==> src/rtl/bresenham_ray_ctrl.sv <==
// Bresenham ray sequencer: walks from the sensor origin to a signed endpoint,
// emitting canonical-octant cell indices plus the flip controls that map them
// back to the real octant. One cell per accepted handshake.
module bresenham_ray_ctrl #(
    parameter int XW = 5,
    parameter int YW = 4
) (
    input  logic          clk,
    input  logic          rst,
    input  logic          start_valid,
    output logic          start_ready,
    input  logic [XW-1:0] dx,
    input  logic [YW-1:0] dy,
    input  logic          abort,
    output logic          cell_valid,
    input  logic          cell_ready,
    output logic [XW-1:0] cell_x_in,
    output logic [YW-1:0] cell_y_in,
    output logic          cell_last,
    output logic          flip_x,
    output logic          flip_y,
    output logic          flip_identity,
    output logic          busy
);

    localparam int EW = XW + 3;

    typedef enum logic [1:0] {
        S_IDLE,
        S_SETUP,
        S_STEP
    } state_t;

    state_t state;
    state_t state_nxt;

    logic [XW-1:0]        dx_q;
    logic [YW-1:0]        dy_q;
    logic [XW:0]          u_q;
    logic [XW:0]          v_q;
    logic [XW-1:0]        x_q;
    logic [YW-1:0]        y_q;
    logic signed [EW-1:0] err_q;
    logic                 fx_q;
    logic                 fy_q;
    logic                 fid_q;

    logic                 start_fire;
    logic                 cell_fire;
    logic                 at_last;
    logic                 err_pos;

    logic signed [XW:0]   dx_ext;
    logic signed [YW:0]   dy_ext;
    logic [YW:0]          ay_small;
    logic [XW:0]          ax;
    logic [XW:0]          ay;
    logic [XW:0]          u_w;
    logic [XW:0]          v_w;
    logic                 swap;
    logic signed [EW-1:0] err_init;
    logic signed [EW-1:0] two_v;
    logic signed [EW-1:0] two_u;

    // Handshake qualifiers and step decision terms.
    always_comb begin
        start_fire = start_valid && (state == S_IDLE) && !abort;
        cell_fire  = (state == S_STEP) && cell_ready;
        at_last    = ({1'b0, x_q} == u_q);
        err_pos    = !err_q[EW-1] && (err_q != '0);
        two_v      = EW'({v_q, 1'b0});
        two_u      = EW'({u_q, 1'b0});
    end

    // Octant classification of the latched endpoint; magnitudes use one
    // extra bit so the most negative dx still yields a representable |dx|.
    always_comb begin
        dx_ext   = {dx_q[XW-1], dx_q};
        dy_ext   = {dy_q[YW-1], dy_q};
        ax       = dx_q[XW-1] ? -dx_ext : dx_ext;
        ay_small = dy_q[YW-1] ? -dy_ext : dy_ext;
        ay       = (XW+1)'(ay_small);
        swap     = (ay > ax);
        u_w      = swap ? ay : ax;
        v_w      = swap ? ax : ay;
        err_init = EW'({v_w, 1'b0}) - EW'(u_w);
    end

    // State register.
    always_ff @(posedge clk) begin
        if (rst) begin
            state <= S_IDLE;
        end else begin
            state <= state_nxt;
        end
    end

    // Next-state logic; abort overrides every transition.
    always_comb begin
        state_nxt = state;
        if (abort) begin
            state_nxt = S_IDLE;
        end else begin
            unique case (state)
                S_IDLE:  if (start_fire) state_nxt = S_SETUP;
                S_SETUP: state_nxt = S_STEP;
                S_STEP:  if (cell_fire && at_last) state_nxt = S_IDLE;
                default: state_nxt = S_IDLE;
            endcase
        end
    end

    // Datapath: endpoint latch, octant setup, and the Bresenham walk.
    always_ff @(posedge clk) begin
        if (rst) begin
            dx_q  <= '0;
            dy_q  <= '0;
            u_q   <= '0;
            v_q   <= '0;
            x_q   <= '0;
            y_q   <= '0;
            err_q <= '0;
            fx_q  <= 1'b0;
            fy_q  <= 1'b0;
            fid_q <= 1'b0;
        end else begin
            if (start_fire) begin
                dx_q <= dx;
                dy_q <= dy;
            end
            if (state == S_SETUP && !abort) begin
                u_q   <= u_w;
                v_q   <= v_w;
                x_q   <= '0;
                y_q   <= '0;
                err_q <= err_init;
                fid_q <= swap;
                fx_q  <= swap ? dy_q[YW-1] : dx_q[XW-1];
                fy_q  <= swap ? dx_q[XW-1] : dy_q[YW-1];
            end
            if (cell_fire && !at_last && !abort) begin
                x_q <= x_q + XW'(1);
                if (err_pos) begin
                    y_q   <= y_q + YW'(1);
                    err_q <= err_q + two_v - two_u;
                end else begin
                    err_q <= err_q + two_v;
                end
            end
        end
    end

    // Outputs; everything is forced low while reset is asserted.
    always_comb begin
        start_ready   = 1'b0;
        busy          = 1'b0;
        cell_valid    = 1'b0;
        cell_x_in     = '0;
        cell_y_in     = '0;
        cell_last     = 1'b0;
        flip_x        = 1'b0;
        flip_y        = 1'b0;
        flip_identity = 1'b0;
        if (!rst) begin
            start_ready   = (state == S_IDLE) && !abort;
            busy          = (state != S_IDLE);
            cell_valid    = (state == S_STEP);
            cell_x_in     = x_q;
            cell_y_in     = y_q;
            cell_last     = (state == S_STEP) && at_last;
            flip_x        = fx_q;
            flip_y        = fy_q;
            flip_identity = fid_q;
        end
    end

endmodule

==> config.mk <==
export PLATFORM = sky130hd
export DESIGN_NAME = bresenham_ray_ctrl
export DESIGN_NICKNAME = d
export VERILOG_FILES = /design/src/rtl/bresenham_ray_ctrl.sv
export SDC_FILE = /design/constraint.sdc
export NUM_CORES = 1
export LEC_CHECK = 0
export BUFFER_PORTS_ARGS = -buffer_cell sky130_fd_sc_hd__buf_2
export CAP_MARGIN = 20
export CORE_UTILIZATION = 59
export CTS_CLUSTER_SIZE = 20
export DETAILED_ROUTE_END_ITERATION = 8
export GPL_ROUTABILITY_DRIVEN = 0
export PLACE_DENSITY_LB_ADDON = 0.12
export REMOVE_ABC_BUFFERS = 1
export SLEW_MARGIN = 20
export SYNTH_ARGS = -nofsm -noshare
export SYNTH_HDL_FRONTEND = slang
export SYNTH_SLANG_ARGS = --single-unit
==> constraint.sdc <==
create_clock -name clk -period 4.55 [get_ports clk]
set_input_delay 0.91 -clock clk [delete_from_list [all_inputs] [get_ports clk]]
set_output_delay 0.91 -clock clk [all_outputs]
set_load 0.1 [all_outputs]
Word level (Yosys, flattened, before mapping)
Index checks and enable logic that the tools add are counted.
{"block": "word_totals", "ff_bits": 43, "latch_bits": 0, "ramBits": 0, "rom_bits": 0, "in_bits": 14, "output_inout_bits": 16, "word_cells": 69, "memories": 0}
{"block": "classes", "add_sub_neg": 7, "n_mul": 0, "n_div": 0, "n_lt_le_gt_ge": 1, "eq_ne": 5, "shift": 0, "n_mux": 26, "bitwise_logic": 0, "n_reduce_logical": 19}
{"op": "2-to-1 mux 8 bit", "n": 3}
{"op": "2-to-1 mux 5 bit", "n": 4}
{"op": "2-to-1 mux 6 bit", "n": 3}
{"op": "2-to-1 mux 4 bit", "n": 4}
{"op": "logical AND 1 bit", "n": 10}
{"op": "2-to-1 mux 1 bit", "n": 9}
{"op": "adder 8 bit", "n": 1}
{"op": "nonzero test 8 bit", "n": 1}
{"op": "subtractor 7 x 6 -> 8 bit", "n": 1}
{"op": "subtractor 8 bit", "n": 1}
{"op": "== test 5 x 6 -> 1 bit", "n": 1}
{"op": "greater-than comparator 5 x 6 -> 1 bit", "n": 1}
{"op": "negator 5 -> 6 bit", "n": 1}
{"op": "one-hot mux 2 bit (3 select lines)", "n": 1}
{"op": "adder 5 x 1 -> 5 bit, second input constant", "n": 1}
{"op": "negator 4 -> 5 bit", "n": 1}
{"op": "adder 4 x 1 -> 4 bit, second input constant", "n": 1}
{"op": "2-to-1 mux 2 bit", "n": 2}
{"op": "nonzero test 2 bit", "n": 2}
{"op": "zero test 1 bit", "n": 3}
{"op": "== test 2 x 1 -> 1 bit, second input constant", "n": 1}
{"op": "== test 2 bit, second input constant", "n": 1}
{"op": "zero test 2 bit", "n": 1}
{"op": "inequality test 2 x 1 -> 1 bit, second input constant", "n": 1}
{"op": "3 further kinds", "n": 3}

Logic depth before layout (Yosys ltp)
Gate-level depths: netlist of run 1.
{"block": "depth", "word_depth": 7, "mapped_depth": 20, "depth_no_buf": 19}

Least setup slack after synthesis of run 1
Ideal clock, no wire load.
{"block": "synth_timing", "path_type": "in2out", "startpoint": "in rst", "endpoint": "out cell_last", "arrival_ns": 4.203, "required_ns": 3.640, "path_slack_ns": -0.563, "path_stages": 2, "path_buffers": 0, "cell_sequence": "or3b_2 -> nor4_1"}
{"block": "synth_via", "elab_chain_len": 1}
{"element": "start: declaration", "line": "9", "rtl": "input logic rst,"}
{"element": "2-to-1 mux 1 bit", "line": "164", "rtl": "if (!rst) begin"}
{"element": "end: declaration", "line": "19", "rtl": "output logic cell_last,"}
No other way between the ends.

Worst setup path in the final report of run 1
{"block": "layout_timing", "startpoint": "reg dy_q[0]", "endpoint": "reg err_q[5]"}
{"block": "layout_via", "elab_chain_len": 7, "word_cells_on_any_way": 8, "cone_classes": "add/sub: 2; order compare: 1; mux: 5"}
{"element": "start: declaration", "line": "38", "rtl": "logic [YW-1:0] dy_q;"}
{"element": "start signal: assignment", "line": "129", "rtl": "dy_q <= dy;"}
{"element": "negator 4 -> 5 bit", "line": "81", "rtl": "ay_small = dy_q[YW-1] ? -dy_ext : dy_ext;"}
{"element": "2-to-1 mux 5 bit *", "line": "81"}
{"element": "greater-than comparator 5 x 6 -> 1 bit", "line": "83", "rtl": "swap = (ay > ax);"}
{"element": "2-to-1 mux 6 bit *", "line": "84", "rtl": "u_w = swap ? ay : ax;"}
{"element": "net u_w[1]", "line": "58", "rtl": "logic [XW:0] u_w;"}
{"element": "subtractor 7 x 6 -> 8 bit *", "line": "86", "rtl": "err_init = EW'({v_w, 1'b0}) - EW'(u_w);"}
{"element": "2-to-1 mux 8 bit *", "line": "131", "rtl": "if (state == S_SETUP && !abort) begin"}
{"element": "2-to-1 mux 8 bit *", "line": "141", "rtl": "if (cell_fire && !at_last && !abort) begin"}
{"element": "end signal: assignment", "line": "136", "rtl": "err_q <= err_init;"}
{"element": "end signal: assignment", "line": "145", "rtl": "err_q <= err_q + two_v - two_u;"}
{"element": "end signal: assignment", "line": "147", "rtl": "err_q <= err_q + two_v;"}
{"element": "end: declaration", "line": "43", "rtl": "logic signed [EW-1:0] err_q;"}
The timed path passes the listed nets; every way through them passes the cells marked *. The select of a mux whose other input is x is not followed.
A chain may end at the register's enable or synchronous reset.

==> results of run 1 <==
==> cells in the mapped netlist (all sizes together), types with 2 or more instances <==
cell,number,area [µm²]
nand2,49,183.9
dfxtp,43,860.8
a21oi,38,190.2
nor2,35,131.4
ha,26,325.3
inv,21,78.83
nor2b,19,118.9
a211oi,13,102.6
o21ai,12,60.05
xnor2,11,103.9
mux2i,10,100.1
nor3,10,50.05
clkbuf,9,33.78
buf,8,45.04
nand3,6,30.03
a21o,4,30.03
o21a,4,30.03
xor2,4,35.03
a221oi,3,26.28
a311oi,3,26.28
and3,3,18.77
fa,3,60.06
mux2,3,33.78
nand2b,3,18.77
nand4,3,25.02
nor4,3,18.77
or2,3,18.77
and2,2,12.51
conb,2,7.510
nor4b,2,17.52
o211ai,2,15.01
o21bai,2,15.01
o22ai,2,12.51
o31a,2,17.52
o31ai,2,20.02
o32ai,2,17.52
==> metal layers <==
layer / up-vias / share of wire, %
met5: - / 0
met2: 50 / 49
li1: 1381 / -
met4: 0 / 1.6
met1: 1223 / 47
met3: 11 / 3.2
==> timing repair <==
action                                  4_1_cts  5_1_grt
gates resized for setup                       0        7
buffers inserted                              0        2
endpoints found under the setup margin        0        2
==> power groups by stage <==
stage | clock network, W | logic [W] | registers [W]
after floorplan | 0 | 0.000177 | 0.000401
after global placement | 0 | 0.000222 | 0.000404
after detailed placement | 0 | 0.000229 | 0.000404
after CTS | 0.000250 | 0.000230 | 0.000395
after global routing | 0.000266 | 0.000278 | 0.000397
final | 0.000243 | 0.000250 | 0.000396
==> path summary, 6_finish.rpt <==
path	startpoint	to	slack, ps
setup / recovery	dy_q[0]	err_q[5]	290
hold / removal	v_q[2]	v_q[2]	470
setup reg to reg	dy_q[0]	err_q[5]	290
hold reg to reg	v_q[2]	v_q[2]	470
==> sequential cells by signal, summed over array words and instances, names as in the netlist <==
signal / flops
err_q: 8
u_q: 6
v_q: 6
dx_q: 5
x_q: 5
dy_q: 4
y_q: 4
state: 2
fid_q: 1
fx_q: 1
fy_q: 1
==> per-stage QoR <==
stage                     hold slack (ps)  power (W)
after floorplan                     434.6  0.0005781
after global placement              454.6  0.0006256
after detailed placement            460.5  0.0006330
after CTS                           473.1  0.0008753
after global routing                493.4  0.0009404
final                               470.9  0.0008892
==> worst max-delay path, cell delays in order, from the launching register on <==
cell and delay, ps:
dfxtp_1 430, inv_1 110, ha_1 300, mux2i_2 270, inv_1 80, ha_1 300
nor2b_1 130, o21ai_1 230, a31o_4 280, mux2i_4 290, inv_1 70, ha_1 310
nor2b_1 130, o21ai_0 220, a21oi_1 110, mux2i_1 200, mux2_1 360, a2111oi_2 340
==> cell families after synthesis <==
family                   Yosys count  share of synthesized area (%)
AO/OA/AOI/OAI                     95                          20.73
XOR/XNOR                          15                          4.648
adder cells (fa/ha/maj)           29                          12.90
buffers and inverters             38                          5.276
flip-flops                        43                          28.81
multiplexers                      13                          4.481
other                              2                         0.2513
AND/OR/NAND/NOR                  143                          22.91
==> area by class of cell <==
cell class | instances | area [µm²] | area share (%)
timing repair buffer | 33 | 175.2 | 5.317
multi-input combinational | 298 | 2011 | 61.03
clock inverter | 2 | 12.51 | 0.3798
clock buffer | 6 | 72.57 | 2.203
inverter | 21 | 78.83 | 2.393
tap | 67 | 83.83 | 2.545
sequential | 43 | 860.8 | 26.13
==> cell usage in the layout, fill, tap and decap left out, types with 5 or more instances in the layout <==
cell / Yosys / routed
nand2_1: 49 / 49
dfxtp_1: 43 / 43
a21oi_1: 38 / 37
nor2_1: 35 / 35
buf_2: 3 / 29
ha_1: 26 / 26
inv_1: 21 / 21
nor2b_1: 19 / 19
a211oi_1: 12 / 12
xnor2_1: 10 / 10
o21ai_0: 11 / 10
nor3_1: 10 / 10
mux2i_1: 10 / 7
nand3_1: 6 / 6
clkbuf_8: 0 / 5
==> results.py, run 1 <==
metrics = {
    "status": {
        "status": "completed",
    },
    "logic_synthesis": {
        "synth_area_um2": 2988,
        "yosysWarnings": 0,
        "ys.flop_type": "dfxtp_1",
        "async_reset_ff_share_pct": 0,
        "yosysSeqAreaShare_pct": 28.81,
        "avgSynthCellArea_um2": 7.904,
        "synth_cell_types": 56,
        "syn-instance-count": 378,
        "synth_edf_count": 0,
        "ys_ff_latch": 43,
    },
    "die": {
        "io_pins": 30,
        "die_y_um": 73.17,
        "start_util_pct": 62.43,
        "die-area_um2": 5353,
        "num_rows": 25,
        "die_w_um": 73.17,
        "core_area_um2": 4786,
    },
    "global_route": {
        "grt_use_met1_pct": 33.79,
        "overflow": 0,
        "grt_pass1_vias": 2242,
        "antenna_found_initial": 0,
        "grt_max_degree": 59,
        "busiest_layer": "met2",
        "grtUsageTotal_pct": 25.24,
        "met2_usage_pct": 42.08,
        "grt_pass1_wl_um": 10380,
        "gr-usage-met3_pct": 4.282,
    },
    "cells_and_area": {
        "final_nets": 445,
        "nFillCells": 405,
        "drive_above_1_share_pct": 14.14,
        "fin_area_um2": 3294,
        "syn2layout_area_growth_pct": 10.26,
        "final_cells": 470,
        "diodes": 0,
        "final_util_pct": 68.84,
    },
    "route": {
        "antenna_left": 0,
        "drtIter0Drc": 155,
        "drc": 0,
        "avgRoutedWirePerCell_um": 13.97,
        "viasPerCell": 5.670,
        "drtPass1Iterations": 4,
        "dr_total_vias": 2665,
        "finalWirelength_um": 6568,
    },
    "timing": {
        "layout_min_cycle_time_ps": 4262,
        "setup_tns_ps": 0,
        "fin_crit_sh_pct": 93.68,
        "drv_slew": 0,
        "clock.fmax_mhz": 234.6,
        "max_slew_margin_pct": 35.10,
        "setup_slack_ps": 287.7,
        "setup_viol": 0,
        "fin_skew_ps": 7.794,
        "worst_pin_slew_ps": 967.7,
        "finalHoldViolations": 0,
    },
    "setup_path": {
        "setup.worst_path.class": "register to register",
        "cp-start-kind": "register",
        "crit_arrival_ps": 4460,
        "cp-end-kind": "register",
        "ff2ff_path_depth": 17,
        "path_max_fanout": 7,
        "required_ps": 4750,
    },
    "clocking": {
        "cts_buffers": 5,
        "clkSinkCount": 43,
        "cts_root_buf": "clkbuf_8",
        "clk_pin_slew_worst_paths_ps": 80,
        "htreeDepth": 2,
        "clk_path_buf_depth": 2,
        "cts_hold_buf": 0,
        "clock_latency_ps": 300,
        "cts_tree": "built",
    },
    "power": {
        "vdd_drop_max_v": 0.0002151,
        "comb_power_share_pct": 28.1,
        "power.share.clock_pct": 27.4,
        "p_per_area_nw_per_um2": 269.9,
        "intPower_w": 0.0005967,
        "netSwitchingPower_w": 0.0002925,
        "seqPwrFrac_pct": 44.5,
        "swShare_pct": 32.89,
        "leakage_nw": 1.368,
    },
    "placed_design": {
        "placed_cells": 459,
        "place_ws_ps": 166.4,
        "postPlaceCellArea_um2": 3153,
        "dp_hpwl_um": 4753,
        "numPortBuffers": 29,
    },
    "hold_path": {
        "holdPathStages": 2,
        "hold_path.class": "register to register",
    },
    "job": {
        "maxCapViolCount": 0,
    },
}
(Power assumes the default switching activity.)
==> inputs of run 2 (changes only) <==
--- a/config.mk
+++ b/config.mk
@@ -7,10 +7,12 @@
 export LEC_CHECK = 0
 export BUFFER_PORTS_ARGS = -buffer_cell sky130_fd_sc_hd__buf_2
 export CAP_MARGIN = 20
+export CORE_MARGIN = 4
 export CORE_UTILIZATION = 59
 export CTS_CLUSTER_SIZE = 20
 export DETAILED_ROUTE_END_ITERATION = 8
 export GPL_ROUTABILITY_DRIVEN = 0
+export HOLD_SLACK_MARGIN = 0.06
 export PLACE_DENSITY_LB_ADDON = 0.12
 export REMOVE_ABC_BUFFERS = 1
 export SLEW_MARGIN = 20
==> results.py, run 2 (synthesized netlist as in run 1, its figures left out) <==
metrics = {
    "status": {
        "status": "completed",
    },
    "route": {
        "drtPass1Iterations": 4,
        "viasPerCell": 5.669,
        "antenna_left": 0,
        "drtIter0Drc": 94,
        "dr_total_vias": 2653,
        "avgRoutedWirePerCell_um": 14.34,
        "drc": 0,
        "finalWirelength_um": 6709,
    },
    "global_route": {
        "overflow": 0,
        "grt_max_degree": 36,
        "grt_pass1_wl_um": 11540,
        "antenna_found_initial": 0,
        "grtUsageTotal_pct": 22.69,
        "grt_pass1_vias": 2541,
    },
    "placed_design": {
        "numPortBuffers": 29,
        "place_ws_ps": 202.9,
        "placed_cells": 460,
        "postPlaceCellArea_um2": 3161,
        "dp_hpwl_um": 5055,
    },
    "timing": {
        "clock.fmax_mhz": 232.4,
        "max_slew_margin_pct": 35.94,
        "finalHoldViolations": 0,
        "fin_skew_ps": 5.910,
        "setup_slack_ps": 246.9,
        "fin_crit_sh_pct": 94.57,
        "worst_pin_slew_ps": 955.1,
        "drv_slew": 0,
        "hold_slack_ps": 467.3,
        "layout_min_cycle_time_ps": 4303,
        "setup_viol": 0,
    },
    "die": {
        "num_rows": 25,
        "die-area_um2": 6267,
        "die_y_um": 79.17,
        "core_area_um2": 4817,
        "io_pins": 30,
        "start_util_pct": 62.03,
        "die_w_um": 79.17,
    },
    "job": {
        "maxCapViolCount": 0,
    },
    "setup_path": {
        "path_max_fanout": 22,
        "cp-end-kind": "register",
        "crit_arrival_ps": 4500,
        "required_ps": 4750,
        "r2r-end": "err_q[5]",
        "setup.worst_path.class": "register to register",
        "r2r_start": "dy_q[0]",
        "ff2ff_setup_slack_ps": 250,
        "cp-start-kind": "register",
        "ff2ff_path_depth": 17,
    },
    "cells_and_area": {
        "final_common_cell": "nand2_1",
        "syn2layout_area_growth_pct": 9.841,
        "final_cells": 468,
        "fin_area_um2": 3282,
        "final_cell_mix": "nand2_1 (49), dfxtp_1 (43), a21oi_1 (38)",
        "final_nets": 443,
        "largest_register_ffs": 8,
        "top_register": "err_q",
        "biggestRegsByFlops": "err_q x8, u_q x6, v_q x6",
        "drive_above_1_share_pct": 12.97,
        "nFillCells": 430,
        "diodes": 0,
    },
    "clocking": {
        "clock_latency_ps": 300,
        "cts_root_buf": "clkbuf_8",
        "clkSinkCount": 43,
        "cts_buffers": 5,
        "clk_path_buf_depth": 2,
        "cts_tree": "built",
        "clk_pin_slew_worst_paths_ps": 90,
        "htreeDepth": 2,
    },
    "hold_path": {
        "min_to": "v_q[2]",
        "holdPathStages": 2,
        "hold_start": "v_q[2]",
        "hold_path.class": "register to register",
    },
    "power": {
        "p_total_w": 0.0009353,
        "p_per_area_nw_per_um2": 285.0,
        "vdd_drop_max_v": 0.0001645,
        "leakage_nw": 1.376,
    },
}
-- run 2: changes by cell type in the layout (fill, tap and decap cells not counted) --
| cell | change |
|---|---|
| mux2i_2 | -2 |
| clkbuf_1 | -1 |
| a31o_2 | -1 |
| o21ai_1 | -1 |
| clkinvlp_4 | -1 |
| mux2i_1 | +3 |
| bufinv_16 | +1 |
| o21ai_0 | +1 |
| buf_4 | -1 |
| a21oi_1 | +1 |
| a21oi_2 | -1 |
| mux2i_4 | -1 |
| clkinv_4 | +1 |
-- run 2: metal layers --
layer,GRT usage [%],part of all wire (%),vias to the layer above
met5,0,0,-
met4,6.186,1.4,0
met3,3.855,2.8,12
met2,39.48,49,41
met1,28.83,47,1235
li1,-,-,1365
-- run 2: cell type report --
type | instances | area, µm² | area share, %
clock inverter | 3 | 43.79 | 1.334
multi-input combinational | 297 | 1978 | 60.27
inverter | 21 | 78.83 | 2.402
timing repair buffer | 32 | 167.7 | 5.109
clock buffer | 5 | 68.82 | 2.097
sequential | 43 | 860.8 | 26.23
tap | 67 | 83.83 | 2.554
-- run 2: timing repair --
action,CTS,global route
setup endpoints to repair,0,1
hold buffers,0,0
gates resized for setup,0,1
buffers inserted,0,0
-- run 2: stage by stage --
step                      setup TNS [ps]  utilization [%]
after floorplan                   -707.0                -
after global placement                 0            65.61
after detailed placement               0            65.61
after CTS                              0            67.95
after global routing              -49.03            68.13
final                                  0            68.13
-- run 2: worst max path at each step --
stage / slack (ps) / from / to / depth (start not counted)
2_1_floorplan: -560 / rst / cell_last / 2
3_3_place_gp: 340 / dy_q[0] / err_q[5] / 17
3_5_place_dp: 200 / dy_q[0] / err_q[5] / 17
4_1_cts: 170 / dy_q[0] / err_q[5] / 17
5_1_grt: -50 / dy_q[0] / err_q[5] / 17
6_report: 250 / dy_q[0] / err_q[5] / 17
-- run 2: where the power goes --
group | switching [W] | internal, W | total, W
Clock | 0.000143 | 0.000164 | 0.000306
Combinational | 0.000139 | 0.0000941 | 0.000233
Sequential | 0.0000104 | 0.000385 | 0.000396
-- run 2: worst max-delay path, stage by stage, from the launching register on --
cell       delay, ps
dfxtp_1          410
inv_1            110
ha_1             280
mux2i_1          250
inv_1             80
ha_1             310
nor2b_1          130
o21ai_1          150
a31o_4           340
mux2i_1          390
inv_1             80
ha_1             300
nor2b_1          130
o21ai_0          210
a21oi_1          100
mux2i_1          220
mux2_1           360
a2111oi_2        340
==> inputs of run 3 (changes only) <==
--- a/config.mk
+++ b/config.mk
@@ -5,7 +5,7 @@
 export SDC_FILE = /design/constraint.sdc
 export NUM_CORES = 1
 export LEC_CHECK = 0
-export BUFFER_PORTS_ARGS = -buffer_cell sky130_fd_sc_hd__buf_2
+export BUFFER_PORTS_ARGS = -buffer_cell sky130_fd_sc_hd__clkbuf_2
 export CAP_MARGIN = 20
 export CORE_MARGIN = 4
 export CORE_UTILIZATION = 59
==> results.py, run 3 (synthesized netlist as in run 1, its figures left out) <==
metrics = {
    "status": {
        "status": "completed",
    },
    "route": {
        "antenna_left": 0,
        "avgRoutedWirePerCell_um": 14.73,
        "drtPass1Iterations": 4,
        "drc": 0,
        "top_layer_used": "met4",
        "met1_length_um": 3215,
        "wl_met2_um": 3446,
        "viasPerCell": 5.682,
        "finalWirelength_um": 6938,
        "dr_total_vias": 2676,
        "met3_length_um": 215,
        "drtIter0Drc": 144,
    },
    "timing": {
        "fin_crit_sh_pct": 93.18,
        "finalHoldViolations": 0,
        "setup_viol": 0,
        "worst_pin_slew_ps": 958.7,
        "layout_min_cycle_time_ps": 4240,
        "clock.fmax_mhz": 235.9,
        "drv_slew": 0,
        "max_slew_margin_pct": 35.70,
        "fin_skew_ps": 8.903,
        "setup_tns_ps": 0,
        "rsz0062_at_grt": "false",
        "hold_slack_ps": 474.1,
    },
    "setup_path": {
        "cp-end-kind": "register",
        "crit_arrival_ps": 4440,
        "required_ps": 4750,
        "cp-start-kind": "register",
        "path_max_fanout": 9,
        "setup.worst_path.class": "register to register",
    },
    "global_route": {
        "grtUsageTotal_pct": 22.59,
        "antenna_found_initial": 0,
        "grt_max_degree": 37,
        "grt_pass1_wl_um": 11430,
        "grt_pass1_vias": 2526,
        "overflow": 0,
    },
    "clocking": {
        "cts_buffers": 5,
        "cts_tree": "built",
        "clkSinkCount": 43,
        "htreeDepth": 2,
        "clock_latency_ps": 300,
        "clk_pin_slew_worst_paths_ps": 90,
        "clk_path_buf_depth": 2,
        "cts_root_buf": "clkbuf_8",
    },
    "power": {
        "seqPwrFrac_pct": 39.3,
        "p_total_w": 0.001006,
        "netSwitchingPower_w": 0.0002986,
        "comb_power_share_pct": 25.0,
        "p_per_area_nw_per_um2": 300.5,
        "swShare_pct": 29.67,
        "intPower_w": 0.0007078,
        "vdd_drop_max_v": 0.0002285,
        "leakage_nw": 1.383,
        "power.share.clock_pct": 35.7,
    },
    "cells_and_area": {
        "largest_register_ffs": 8,
        "top_register": "err_q",
        "final_common_cell": "nand2_1",
        "final_util_pct": 69.53,
        "drive_above_1_share_pct": 14.36,
        "final_nets": 446,
        "diodes": 0,
        "final_cells": 471,
        "final_cell_mix": "nand2_1 (49), dfxtp_1 (43), a21oi_1 (38)",
        "syn2layout_area_growth_pct": 12.10,
        "biggestRegsByFlops": "err_q x8, u_q x6, v_q x6",
    },
    "die": {
        "die_w_um": 79.17,
        "die_y_um": 79.17,
        "die-area_um2": 6267,
        "start_util_pct": 62.03,
        "num_rows": 25,
        "io_pins": 30,
        "core_area_um2": 4817,
    },
    "placed_design": {
        "placed_cells": 460,
        "dp_hpwl_um": 5052,
        "numPortBuffers": 29,
    },
    "hold_path": {
        "hold_path.class": "register to register",
    },
    "job": {
        "maxCapViolCount": 0,
    },
}
## run 3: layout make-up
cell class	count	area, µm²
clock inverter	3	67.56
multi-input combinational	298	2007
fill	453	1468
clock buffer	5	68.82
sequential	43	860.8
inverter	21	78.83
tap	67	83.83
timing repair buffer	34	182.7
## run 3: final timing paths
check / start / end / slack, ps / cells past startpoint
setup / recovery: dy_q[0] / err_q[5] / 310 / 18
hold / removal: v_q[2] / v_q[2] / 470 / 2
setup reg to reg: dy_q[0] / err_q[5] / 310 / 18
hold reg to reg: v_q[2] / v_q[2] / 470 / 2
## run 3: metal layers
layer	up-vias	GRT usage [%]
li1	1376	-
met1	1246	29.03
met2	45	38.89
met3	9	4.535
met4	0	5.155
met5	-	0
## run 3: power groups by stage
stage / registers [W] / clock network (W) / logic [W]
floorplan: 0.000401 / 0 / 0.000177
global placement: 0.000404 / 0 / 0.000223
detailed placement: 0.000404 / 0 / 0.000229
CTS: 0.000395 / 0.000364 / 0.000232
global route: 0.000397 / 0.000385 / 0.000279
finish: 0.000396 / 0.000359 / 0.000251
## run 3: worst max-delay path, stage by stage, from the launching register on
cell and delay [ps]:
dfxtp_1 390, inv_1 100, ha_1 290, mux2i_2 260, inv_1 80, ha_1 300
nor2b_1 130, o21ai_1 230, a31o_4 280, nor2_1 60, a21oi_1 250, inv_1 100
ha_1 290, nor2b_1 130, o21ai_0 220, a21oi_1 110, mux2i_1 220, mux2_1 370
a2111oi_2 350
## run 3: stage by stage
step / area (µm²) / setup WS (ps)
2_1_floorplan: 2909 / -562.7
3_3_place_gp: 3161 / 348.2
3_5_place_dp: 3161 / 144.2
4_1_cts: 3297 / 130.7
5_1_grt: 3349 / 22.14
6_report: 3349 / 310.3
## run 3: repair_timing
action,CTS,global route
setup endpoints to repair,0,3
endpoints found under the hold margin,0,0
gates resized for setup,0,5
hold buffers,0,0
buffers inserted,0,2
